**src/rtl/spi_controller.sv**
```systemverilog
// ----------------------------------------------------------------------------
// spi_controller
//   SPI mode-0 initiator. It sends 16-bit register-write frames, MSB first, to
//   the spi_peripheral register file:
//     [15]   = R/W (1 = write)
//     [14:8] = address
//     [7:0]  = data
//   SCLK is paced at HALF_DIV clk cycles per half-period. This gives the
//   peripheral's 2-flop synchroniser and edge detector enough time to see
//   every edge.
//
// Optional feature: `define SPI_READ_EN adds the CIPO input and the rsp_data
//   output. For read frames (rw = 0), the data byte is captured from the
//   peripheral.
//
// Parameters:
//   HALF_DIV    clk cycles per SCLK half-period (>= 3)
//   GAP_CYCLES  minimum clk cycles nCS stays high between frames (>= 3)
//
// Ports:
//   clk, rst_n  system clock; asynchronous active-low reset
//   req_valid   request present
//   req_ready   controller idle and able to accept a request
//   req_rw      frame bit 15 (1 = write)
//   req_addr    7-bit register address
//   req_data    8-bit write data
//   busy        a frame or the inter-frame gap is in progress (= ~req_ready)
//   done        1-cycle pulse when a frame completes (nCS rises)
//   nCS         chip select, active low
//   SCLK        SPI clock, idle low
//   COPI        serial data to the peripheral
//   CIPO        serial data from the peripheral  (SPI_READ_EN only)
//   rsp_data    captured read byte               (SPI_READ_EN only)
// ----------------------------------------------------------------------------
module spi_controller #(
    parameter int unsigned HALF_DIV   = 4,
    parameter int unsigned GAP_CYCLES = 8
) (
    input  logic       clk,
    input  logic       rst_n,
    input  logic       req_valid,
    output logic       req_ready,
    input  logic       req_rw,
    input  logic [6:0] req_addr,
    input  logic [7:0] req_data,
    output logic       busy,
    output logic       done,
    output logic       nCS,
    output logic       SCLK,
    output logic       COPI
`ifdef SPI_READ_EN
    ,
    input  logic       CIPO,
    output logic [7:0] rsp_data
`endif
);

    localparam int unsigned CNT_MAX = (HALF_DIV > GAP_CYCLES) ? HALF_DIV : GAP_CYCLES;
    localparam int unsigned CNT_W   = $clog2(CNT_MAX) + 1;
    localparam logic [CNT_W-1:0] HALF_LOAD = CNT_W'(HALF_DIV - 1);
    localparam logic [CNT_W-1:0] GAP_LOAD  = CNT_W'(GAP_CYCLES - 1);

    if (HALF_DIV < 3) begin : g_bad_half_div
        $error("spi_controller: HALF_DIV must be >= 3");
    end
    if (GAP_CYCLES < 3) begin : g_bad_gap_cycles
        $error("spi_controller: GAP_CYCLES must be >= 3");
    end

    typedef enum logic [2:0] {
        IDLE,
        LOW,
        HIGH,
        HOLD,
        GAP
    } state_t;

    state_t           state_q, state_d;
    logic [CNT_W-1:0] cnt_q,   cnt_d;
    logic [3:0]       bit_q,   bit_d;
    logic [15:0]      shreg_q, shreg_d;
    logic             ncs_q,   ncs_d;
    logic             sclk_q,  sclk_d;
    logic             done_q,  done_d;

    always_ff @(posedge clk or negedge rst_n) begin
        if (!rst_n) begin
            state_q <= IDLE;
            cnt_q   <= '0;
            bit_q   <= '0;
            shreg_q <= '0;
            ncs_q   <= 1'b1;
            sclk_q  <= 1'b0;
            done_q  <= 1'b0;
        end else begin
            state_q <= state_d;
            cnt_q   <= cnt_d;
            bit_q   <= bit_d;
            shreg_q <= shreg_d;
            ncs_q   <= ncs_d;
            sclk_q  <= sclk_d;
            done_q  <= done_d;
        end
    end

    // The phase counter is reloaded on every state entry and counts down to
    // zero. The last cycle of a phase is therefore the one with cnt_q == 0.
    always_comb begin
        state_d = state_q;
        cnt_d   = cnt_q;
        bit_d   = bit_q;
        shreg_d = shreg_q;
        ncs_d   = ncs_q;
        sclk_d  = sclk_q;
        done_d  = 1'b0;
        unique case (state_q)
            IDLE: begin
                if (req_valid) begin
                    state_d = LOW;
                    cnt_d   = HALF_LOAD;
                    bit_d   = '0;
                    shreg_d = {req_rw, req_addr, req_data};
                    ncs_d   = 1'b0;
                    sclk_d  = 1'b0;
                end
            end
            LOW: begin
                if (cnt_q == '0) begin
                    state_d = HIGH;
                    cnt_d   = HALF_LOAD;
                    sclk_d  = 1'b1;
                end else begin
                    cnt_d = cnt_q - CNT_W'(1);
                end
            end
            HIGH: begin
                if (cnt_q == '0) begin
                    cnt_d  = HALF_LOAD;
                    sclk_d = 1'b0;
                    if (bit_q == 4'd15) begin
                        state_d = HOLD;
                    end else begin
                        state_d = LOW;
                        bit_d   = bit_q + 4'd1;
                        shreg_d = {shreg_q[14:0], 1'b0};
                    end
                end else begin
                    cnt_d = cnt_q - CNT_W'(1);
                end
            end
            HOLD: begin
                if (cnt_q == '0) begin
                    state_d = GAP;
                    cnt_d   = GAP_LOAD;
                    ncs_d   = 1'b1;
                    done_d  = 1'b1;
                end else begin
                    cnt_d = cnt_q - CNT_W'(1);
                end
            end
            GAP: begin
                if (cnt_q == '0) begin
                    state_d = IDLE;
                end else begin
                    cnt_d = cnt_q - CNT_W'(1);
                end
            end
            default: state_d = IDLE;
        endcase
    end

    // COPI is taken directly from the shift-register MSB. It only moves on
    // accept and on the HIGH->LOW transition, so it changes while SCLK is low.
    assign COPI      = shreg_q[15];
    assign nCS       = ncs_q;
    assign SCLK      = sclk_q;
    assign done      = done_q;
    assign req_ready = (state_q == IDLE);
    assign busy      = (state_q != IDLE);

`ifdef SPI_READ_EN
    logic       cipo_meta, cipo_sync;
    logic       is_read_q;
    logic [7:0] rd_shift_q;
    logic [7:0] rsp_q;

    // Frame bits 8..15 (bit_q[3] set) carry data bits 7..0. Each bit is
    // sampled on the last HIGH cycle.
    always_ff @(posedge clk or negedge rst_n) begin
        if (!rst_n) begin
            cipo_meta  <= 1'b0;
            cipo_sync  <= 1'b0;
            is_read_q  <= 1'b0;
            rd_shift_q <= '0;
            rsp_q      <= '0;
        end else begin
            cipo_meta <= CIPO;
            cipo_sync <= cipo_meta;
            if (state_q == IDLE && req_valid) begin
                is_read_q <= ~req_rw;
            end
            if (state_q == HIGH && cnt_q == '0 && bit_q[3]) begin
                rd_shift_q <= {rd_shift_q[6:0], cipo_sync};
            end
            if (state_q == HOLD && cnt_q == '0 && is_read_q) begin
                rsp_q <= rd_shift_q;
            end
        end
    end

    assign rsp_data = rsp_q;
`endif

endmodule

```
**config.mk**
```make
export PLATFORM = sky130hd
export DESIGN_NAME = spi_controller
export DESIGN_NICKNAME = d
export VERILOG_FILES = /design/src/rtl/spi_controller.sv
export SDC_FILE = /design/constraint.sdc
export NUM_CORES = 1
export LEC_CHECK = 0
export CORE_UTILIZATION = 48
export CTS_CLUSTER_DIAMETER = 100
export CTS_CLUSTER_SIZE = 24
export DETAILED_ROUTE_END_ITERATION = 6
export PLACE_DENSITY = 0.86
export SLEW_MARGIN = 40
export SYNTH_ARGS = -nofsm -noshare
export SYNTH_HDL_FRONTEND = slang
export SYNTH_SLANG_ARGS = --single-unit
```
**constraint.sdc**
```tcl
create_clock -name clk -period 1.7 [get_ports clk]
set_input_delay 0.17 -clock clk [delete_from_list [all_inputs] [get_ports clk]]
set_output_delay 0.17 -clock clk [all_outputs]
set_load 0.05 [all_outputs]
```
==> qor.txt, run 1 <==
Status - complete, but fails checks
Failing checks - negative setup slack
Peak VDD IR - 0.001038 V
I/O pin count - 25
Fmax - 0.5686 GHz
Initial Util - 0.5226
Yosys top cell by area - dfrtp_1
Most common cell in the netlist - dfrtp_1
CP Launch Type - register
Final setup vio count - 18
IO Port Bufs - 24
Vias per cell - 5.787
Setup TNS - -639.6 ps
Power, Total - 3.841 mW
Pleak - 0.9705 nW
RR Endpoint - shreg_q[7]
Commonest cells in the netlist - 29 x dfrtp_1, 28 x nand2_1, 16 x mux2i_1
Number of global-route vias before repair - 1,374
CTS tree - built
Final Skew - 14.08 ps
Worst rel slew slack - 0.6671
Drt drc - 0
Critical Path AT - 1990 ps
Synth unique cells - 36
Clk root buf - clkbuf_4
Clock Path Buffers - 2
Final WL - 4222 um
Synth Instances - 166
Finished Layout Cells - 254
R2R cell count - 9
Max-cap viol count - 0
GPL Wtd Cong - 0.8472
CP cell instances - inv_2 -> ha_4 -> buf_6 -> nor3b_4 -> a32oi_4 -> buf_12 -> clkbuf_16 -> nand2_4 -> o21ai_2
Die Area - 3671 um^2
Final core utilization - 0.7313
FF-to-FF setup slack - -60 ps
DR iter-0 viols - 71
Worst Setup Path Type - reg2reg
Slowest stage delay, CP - 430 ps
Syn nets - 187
Post-synth EDFFs - 0
Yosys warns - 0
CP bufs+invs - 4
CP max stage cell - dfrtp_1
Synth area leaders - dfrtp_1 44%, mux2i_1 9.7%, nand2_1 6.4%
Worst Tran Pin Value - 498.5 ps
Dpl hpwl - 2505 um
Sequential fraction of the synthesis area - 0.4563
Period utilization - 1.035
Prevailing post-synth register cell - dfrtp_1
Post-synthesis register bit count - 30
DR pass1 iterations - 5
Share of layout cells above drive strength 1 - 0.3762
Std cell rows - 20
Async set or reset register ratio after synthesis - 1.000
Clock Sinks - 30
WL/cell - 16.62 um
Required time of the critical path - 1930 ps
Layout area overhead - 39.94%
Initial antenna violation count - 0
Minimum clock period - 1759 ps
Total number of vias - 1,470
HP Class - in2async
Max-slew violations - 0
Clk_lat worst skew - 340 ps
Ant diodes - 0
Yosys top cell area share - 0.4404
Chip height - 60.59 um
Dpl ws - -37.65 ps
Critical Path Stages - 9
Core area - 3153 um^2
Clk slew on worst S/H paths - 110 ps
Total global-route track usage - 0.2295
Setup crit end kind - register
Final nets - 230
R2R Path Start - cnt_q[1]
PwrDens - 1666 nW/um^2
Final antenna-violating net count - 0
Hold_buf cts - 0
Largest net degree at the start of global routing - 36
Syn Area/Cell - 9.927 um^2
CTS H-Tree Depth - 2
Final worst slack - -58.73 ps
Area of the mapped netlist - 1648 um^2
Crit Path Max Fanout - 6
Total gr overflow - 0
Total CTS buffers - 5
Die Width - 60.59 um
RSZ-0062 raised after global routing - yes
Top delay family on crit path - buffers and inverters
DP Cell Count - 236
Final Hold Viols - 0
First-pass GRT wire length - 6072 um
## power breakdown
| group | switching [mW] | total (mW) | internal [mW] |
|---|---|---|---|
| Clock | 0.269 | 0.581 | 0.312 |
| Sequential | 0.268 | 1.28 | 1.02 |
| Combinational | 1.03 | 1.98 | 0.947 |
| Total | 1.57 | 3.84 | 2.28 |
## metrics by stage
step                      hold slack [ps]  area, um^2
after floorplan                    -125.6        1648
after global placement              462.2        1989
after detailed placement            470.8        1989
after CTS                           208.5        2076
after global routing                246.0        2306
final                               202.4        2306
## repair_timing
item | 4_1_cts | 5_1_grt
gates cloned | 0 | 5
endpoints found under the setup margin | 2 | 27
gates resized for setup | 3 | 36
buffers inserted | 0 | 5
pin swaps | 0 | 12
## flip-flops by register name, summed over array words and instances, names as in the netlist
signal	cells
shreg_q	16
bit_q	4
cnt_q	4
state_q	3
SCLK	1
done	1
nCS	1
## cells by family (layout without fill, tap and decap cells)
family	after synthesis	after routing	share of synthesized area
adder cells (fa/ha/maj)	2	2	0.01518
multiplexers	16	16	0.09719
AND/OR/NAND/NOR	52	52	0.1481
AO/OA/AOI/OAI	50	50	0.2157
buffers and inverters	16	60	0.06757
flip-flops	30	30	0.4563
## cell usage in the layout, fill, tap and decap left out, types with 2 or more instances in the layout
master	instances
clkbuf_1	2
nor2_1	7
a31o_2	2
nand2_1	11
o31ai_1	2
a211oi_1	2
dfrtp_1	28
nand3_1	4
buf_4	17
o21ai_2	13
nand2_2	12
buf_6	5
mux2i_1	16
nor2b_1	2
inv_2	2
clkdlybuf4s50_1	19
nand2_4	5
nor3_1	4
a21oi_1	8
o21ai_0	10
o21ai_1	5
clkbuf_4	5
buf_12	4
clkbuf_16	2
## how the worst max path moves through the flow
stage                         from          end  slack, ps
after floorplan           cnt_q[0]     bit_q[2]         70
after global placement    cnt_q[1]     bit_q[2]         40
after detailed placement  cnt_q[0]     bit_q[2]        -40
after CTS                 cnt_q[0]  shreg_q[11]          6
after global routing      cnt_q[1]   shreg_q[7]       -100
final                     cnt_q[1]   shreg_q[7]        -60
## routing by layer
layer / vias up / part of all wire / track usage
met5: - / 0 / 0
met4: 0 / 0.017 / 0.07143
met3: 10 / 0.047 / 0.06397
met2: 63 / 0.53 / 0.4003
met1: 718 / 0.40 / 0.2759
li1: 679 / - / -
## area by class of cell
| type | count | area, um^2 |
|---|---|---|
| Timing Repair Buffer | 48 | 516.7 |
| Clock inverter | 1 | 30.03 |
| Inverter | 4 | 20.02 |
| Sequential cell | 30 | 753.2 |
| Fill cell | 243 | 847.1 |
| Tap cell | 44 | 55.05 |
| Clock buffer | 7 | 45.04 |
| Multi-Input combinational cell | 120 | 885.9 |
(Power assumes the default switching activity.)
==> inputs of run 2 (changes only) <==
--- a/config.mk
+++ b/config.mk
@@ -5,6 +5,7 @@
 export SDC_FILE = /design/constraint.sdc
 export NUM_CORES = 1
 export LEC_CHECK = 0
+export CAP_MARGIN = 20
 export CORE_UTILIZATION = 48
 export CTS_CLUSTER_DIAMETER = 100
 export CTS_CLUSTER_SIZE = 24
==> constraint.sdc (replaced) <==
create_clock -name clk -period 1.7 [get_ports clk]
set_input_delay 0.17 -clock clk [delete_from_list [all_inputs] [get_ports clk]]
set_output_delay 0.17 -clock clk [all_outputs]
set_load 0.1 [all_outputs]
==> run 2 against run 1 <==
Compared with the run above: the flow now finishes without violations; critical path depth down 1; worst hold slack better by 18 ps; register-to-register slack better by 60 ps; maximum frequency up 3.5%; cell count up 0.79%; setup slack better by 59 ps; clock skew down 8.6 ps; critical path type unchanged; die area unchanged; via count up 0.27%; core utilization up 1.8 points.
==> qor.txt, run 2 (synthesized netlist as in run 1, its figures left out) <==
Status - finished, final reports clean (was complete, but fails checks)
Worst Tran Pin Value - 423.3 ps (was 498.5 ps)
I/O pin count - 25 (unchanged)
FF-to-FF setup slack - 0.7 ps (was -60 ps)
Ant diodes - 0 (unchanged)
Chip height - 60.59 um (unchanged)
Layout area overhead - 43.43% (was 39.94%)
Clock Sinks - 30 (unchanged)
HP Class - in2async (unchanged)
Worst Setup Path Type - reg2reg (unchanged)
Final WL - 4428 um (was 4222 um)
DR pass1 iterations - 4 (was 5)
RSZ-0062 raised after global routing - yes (unchanged)
R2R Path Start - cnt_q[1] (unchanged)
Core area - 3153 um^2 (unchanged)
Share of layout cells above drive strength 1 - 0.3726 (was 0.3762)
DR iter-0 viols - 118 (was 71)
Peak VDD IR - 0.001009 V (was 0.001038 V)
Final core utilization - 0.7496 (was 0.7313)
Pleak - 0.9954 nW (was 0.9705 nW)
Total global-route track usage - 0.2243 (was 0.2295)
Vias per cell - 5.758 (was 5.787)
Clock Path Buffers - 2 (unchanged)
R2R cell count - 8 (was 9)
CTS H-Tree Depth - 2 (unchanged)
Final Hold Viols - 0 (unchanged)
Number of global-route vias before repair - 1,343 (was 1,374)
Drt drc - 0 (unchanged)
Most frequent cells in the layout - 29 x dfrtp_1, 19 x buf_4, 18 x clkdlybuf4s50_1, 16 x nand2_1, 16 x mux2i_1 (was 28 x dfrtp_1, 19 x clkdlybuf4s50_1, 17 x buf_4, 16 x mux2i_1, 13 x o21ai_2)
Max reg flops - 16 (unchanged)
Dpl hpwl - 2469 um (was 2505 um)
IO Port Bufs - 24 (unchanged)
PwrDens - 1707 nW/um^2 (was 1666 nW/um^2)
Max-slew violations - 0 (unchanged)
Final worst slack - 0.6664 ps (was -58.73 ps)
Setup crit end kind - register (unchanged)
Fin Hold WS - 220.4 ps (was 202.4 ps)
Clk_lat worst skew - 330 ps (was 340 ps)
Total gr overflow - 0 (unchanged)
Largest regs - shreg_q: 16 flops, bit_q: 4 flops, cnt_q: 4 flops (unchanged)
Worst rel slew slack - 0.7168 (was 0.6671)
Dpl ws - -47.72 ps (was -37.65 ps)
Minimum clock period - 1699 ps (was 1759 ps)
Std cell rows - 20 (unchanged)
CTS tree - built (unchanged)
Total CTS buffers - 5 (unchanged)
First-pass GRT wire length - 6044 um (was 6072 um)
CP Launch Type - register (unchanged)
Die Area - 3671 um^2 (unchanged)
WL/cell - 17.30 um (was 16.62 um)
Final Skew - 5.465 ps (was 14.08 ps)
Fmax - 0.5885 GHz (was 0.5686 GHz)
Hold_buf cts - 0 (unchanged)
Die Width - 60.59 um (unchanged)
Commonest non-fill, non-tap cell in the layout - dfrtp_1 (unchanged)
Largest net degree at the start of global routing - 36 (unchanged)
Clk slew on worst S/H paths - 90 ps (was 110 ps)
Initial Util - 0.5226 (unchanged)
Final antenna-violating net count - 0 (unchanged)
Critical Path AT - 1930 ps (was 1990 ps)
Total number of vias - 1,474 (was 1,470)
Period utilization - 0.9996 (was 1.035)
Required time of the critical path - 1930 ps (about the same)
Final setup vio count - 0 (was 18)
Crit Path Max Fanout - 6 (unchanged)
Top register by number of flip-flops - shreg_q (unchanged)
RR Endpoint - shreg_q[8] (was shreg_q[7])
Final nets - 233 (was 230)
Max-cap viol count - 0 (unchanged)
GPL Wtd Cong - 0.8790 (was 0.8472)
Initial antenna violation count - 0 (unchanged)
Clk root buf - clkbuf_4 (unchanged)
run 2: cell types whose count changed in the layout (fill, tap and decap cells not counted), moves of 2 or more:
cell	change
buf_12	+3
buf_4	+2
nand2_1	+5
nand2_2	-9
nand2_4	+4
o21ai_1	-2
o21ai_2	+2
run 2: area by class of cell:
| type | count | area (um^2) |
|---|---|---|
| multi-input combinational | 120 | 900.9 |
| sequential | 30 | 752.0 |
| tap | 44 | 55.05 |
| clock buffer | 7 | 45.04 |
| timing repair buffer | 51 | 583.1 |
| inverter | 4 | 27.53 |
| fill | 225 | 789.5 |
run 2: metal layers:
| layer | track usage | part of all wire | wire (um) | vias up |
|---|---|---|---|---|
| met4 | 0.06169 | 0.023 | 103 | 0 |
| met2 | 0.3940 | 0.54 | 2391 | 63 |
| met5 | 0 | 0 | 0 | - |
| met3 | 0.05117 | 0.060 | 265 | 12 |
| li1 | - | - | - | 684 |
| met1 | 0.2773 | 0.38 | 1668 | 715 |
run 2: worst max-delay path: stages (launching register included):
cell,delay [ps]
dfrtp_1,410
inv_2,90
ha_4,160
nor3b_4,300
a32oi_4,180
buf_12,180
clkbuf_16,150
nand2_2,70
o21ai_2,50
run 2: timing repair:
item / in CTS / in global routing
pin swaps: 0 / 12
endpoints found under the setup margin: 4 / 25
gates cloned: 0 / 6
buffers inserted: 0 / 10
resized for setup: 2 / 35
run 2: where the power goes:
| group | internal [mW] | total [mW] | switching [mW] |
|---|---|---|---|
| logic | 1.07 | 2.32 | 1.25 |
| registers | 1.02 | 1.32 | 0.305 |
| clock network | 0.156 | 0.396 | 0.240 |
| total | 2.24 | 4.04 | 1.80 |
run 2: through the flow:
| step | TNS, ps | instance area [um^2] | instances | power (mW) |
|---|---|---|---|---|
| 6_report | 0 | 2364 | 256 | 4.036 |
| 5_1_grt | -783.7 | 2364 | 256 | 4.254 |
| 4_1_cts | 0 | 2067 | 241 | 3.507 |
| 3_5_place_dp | -47.72 | 2014 | 234 | 3.097 |
| 3_3_place_gp | 0 | 2014 | 234 | 2.979 |
| 2_1_floorplan | 0 | 1655 | 166 | 2.538 |
run 2: worst max path at each step:
stage	from	endpoint	slack, ps	cells past startpoint
floorplan	state_q[2]	shreg_q[15]	30	7
detailed placement	cnt_q[1]	bit_q[2]	-50	5
finish	cnt_q[1]	shreg_q[8]	0.7	8
global placement	cnt_q[1]	bit_q[2]	60	5
global route	cnt_q[1]	bit_q[2]	-70	5
CTS	cnt_q[1]	shreg_q[11]	5	7
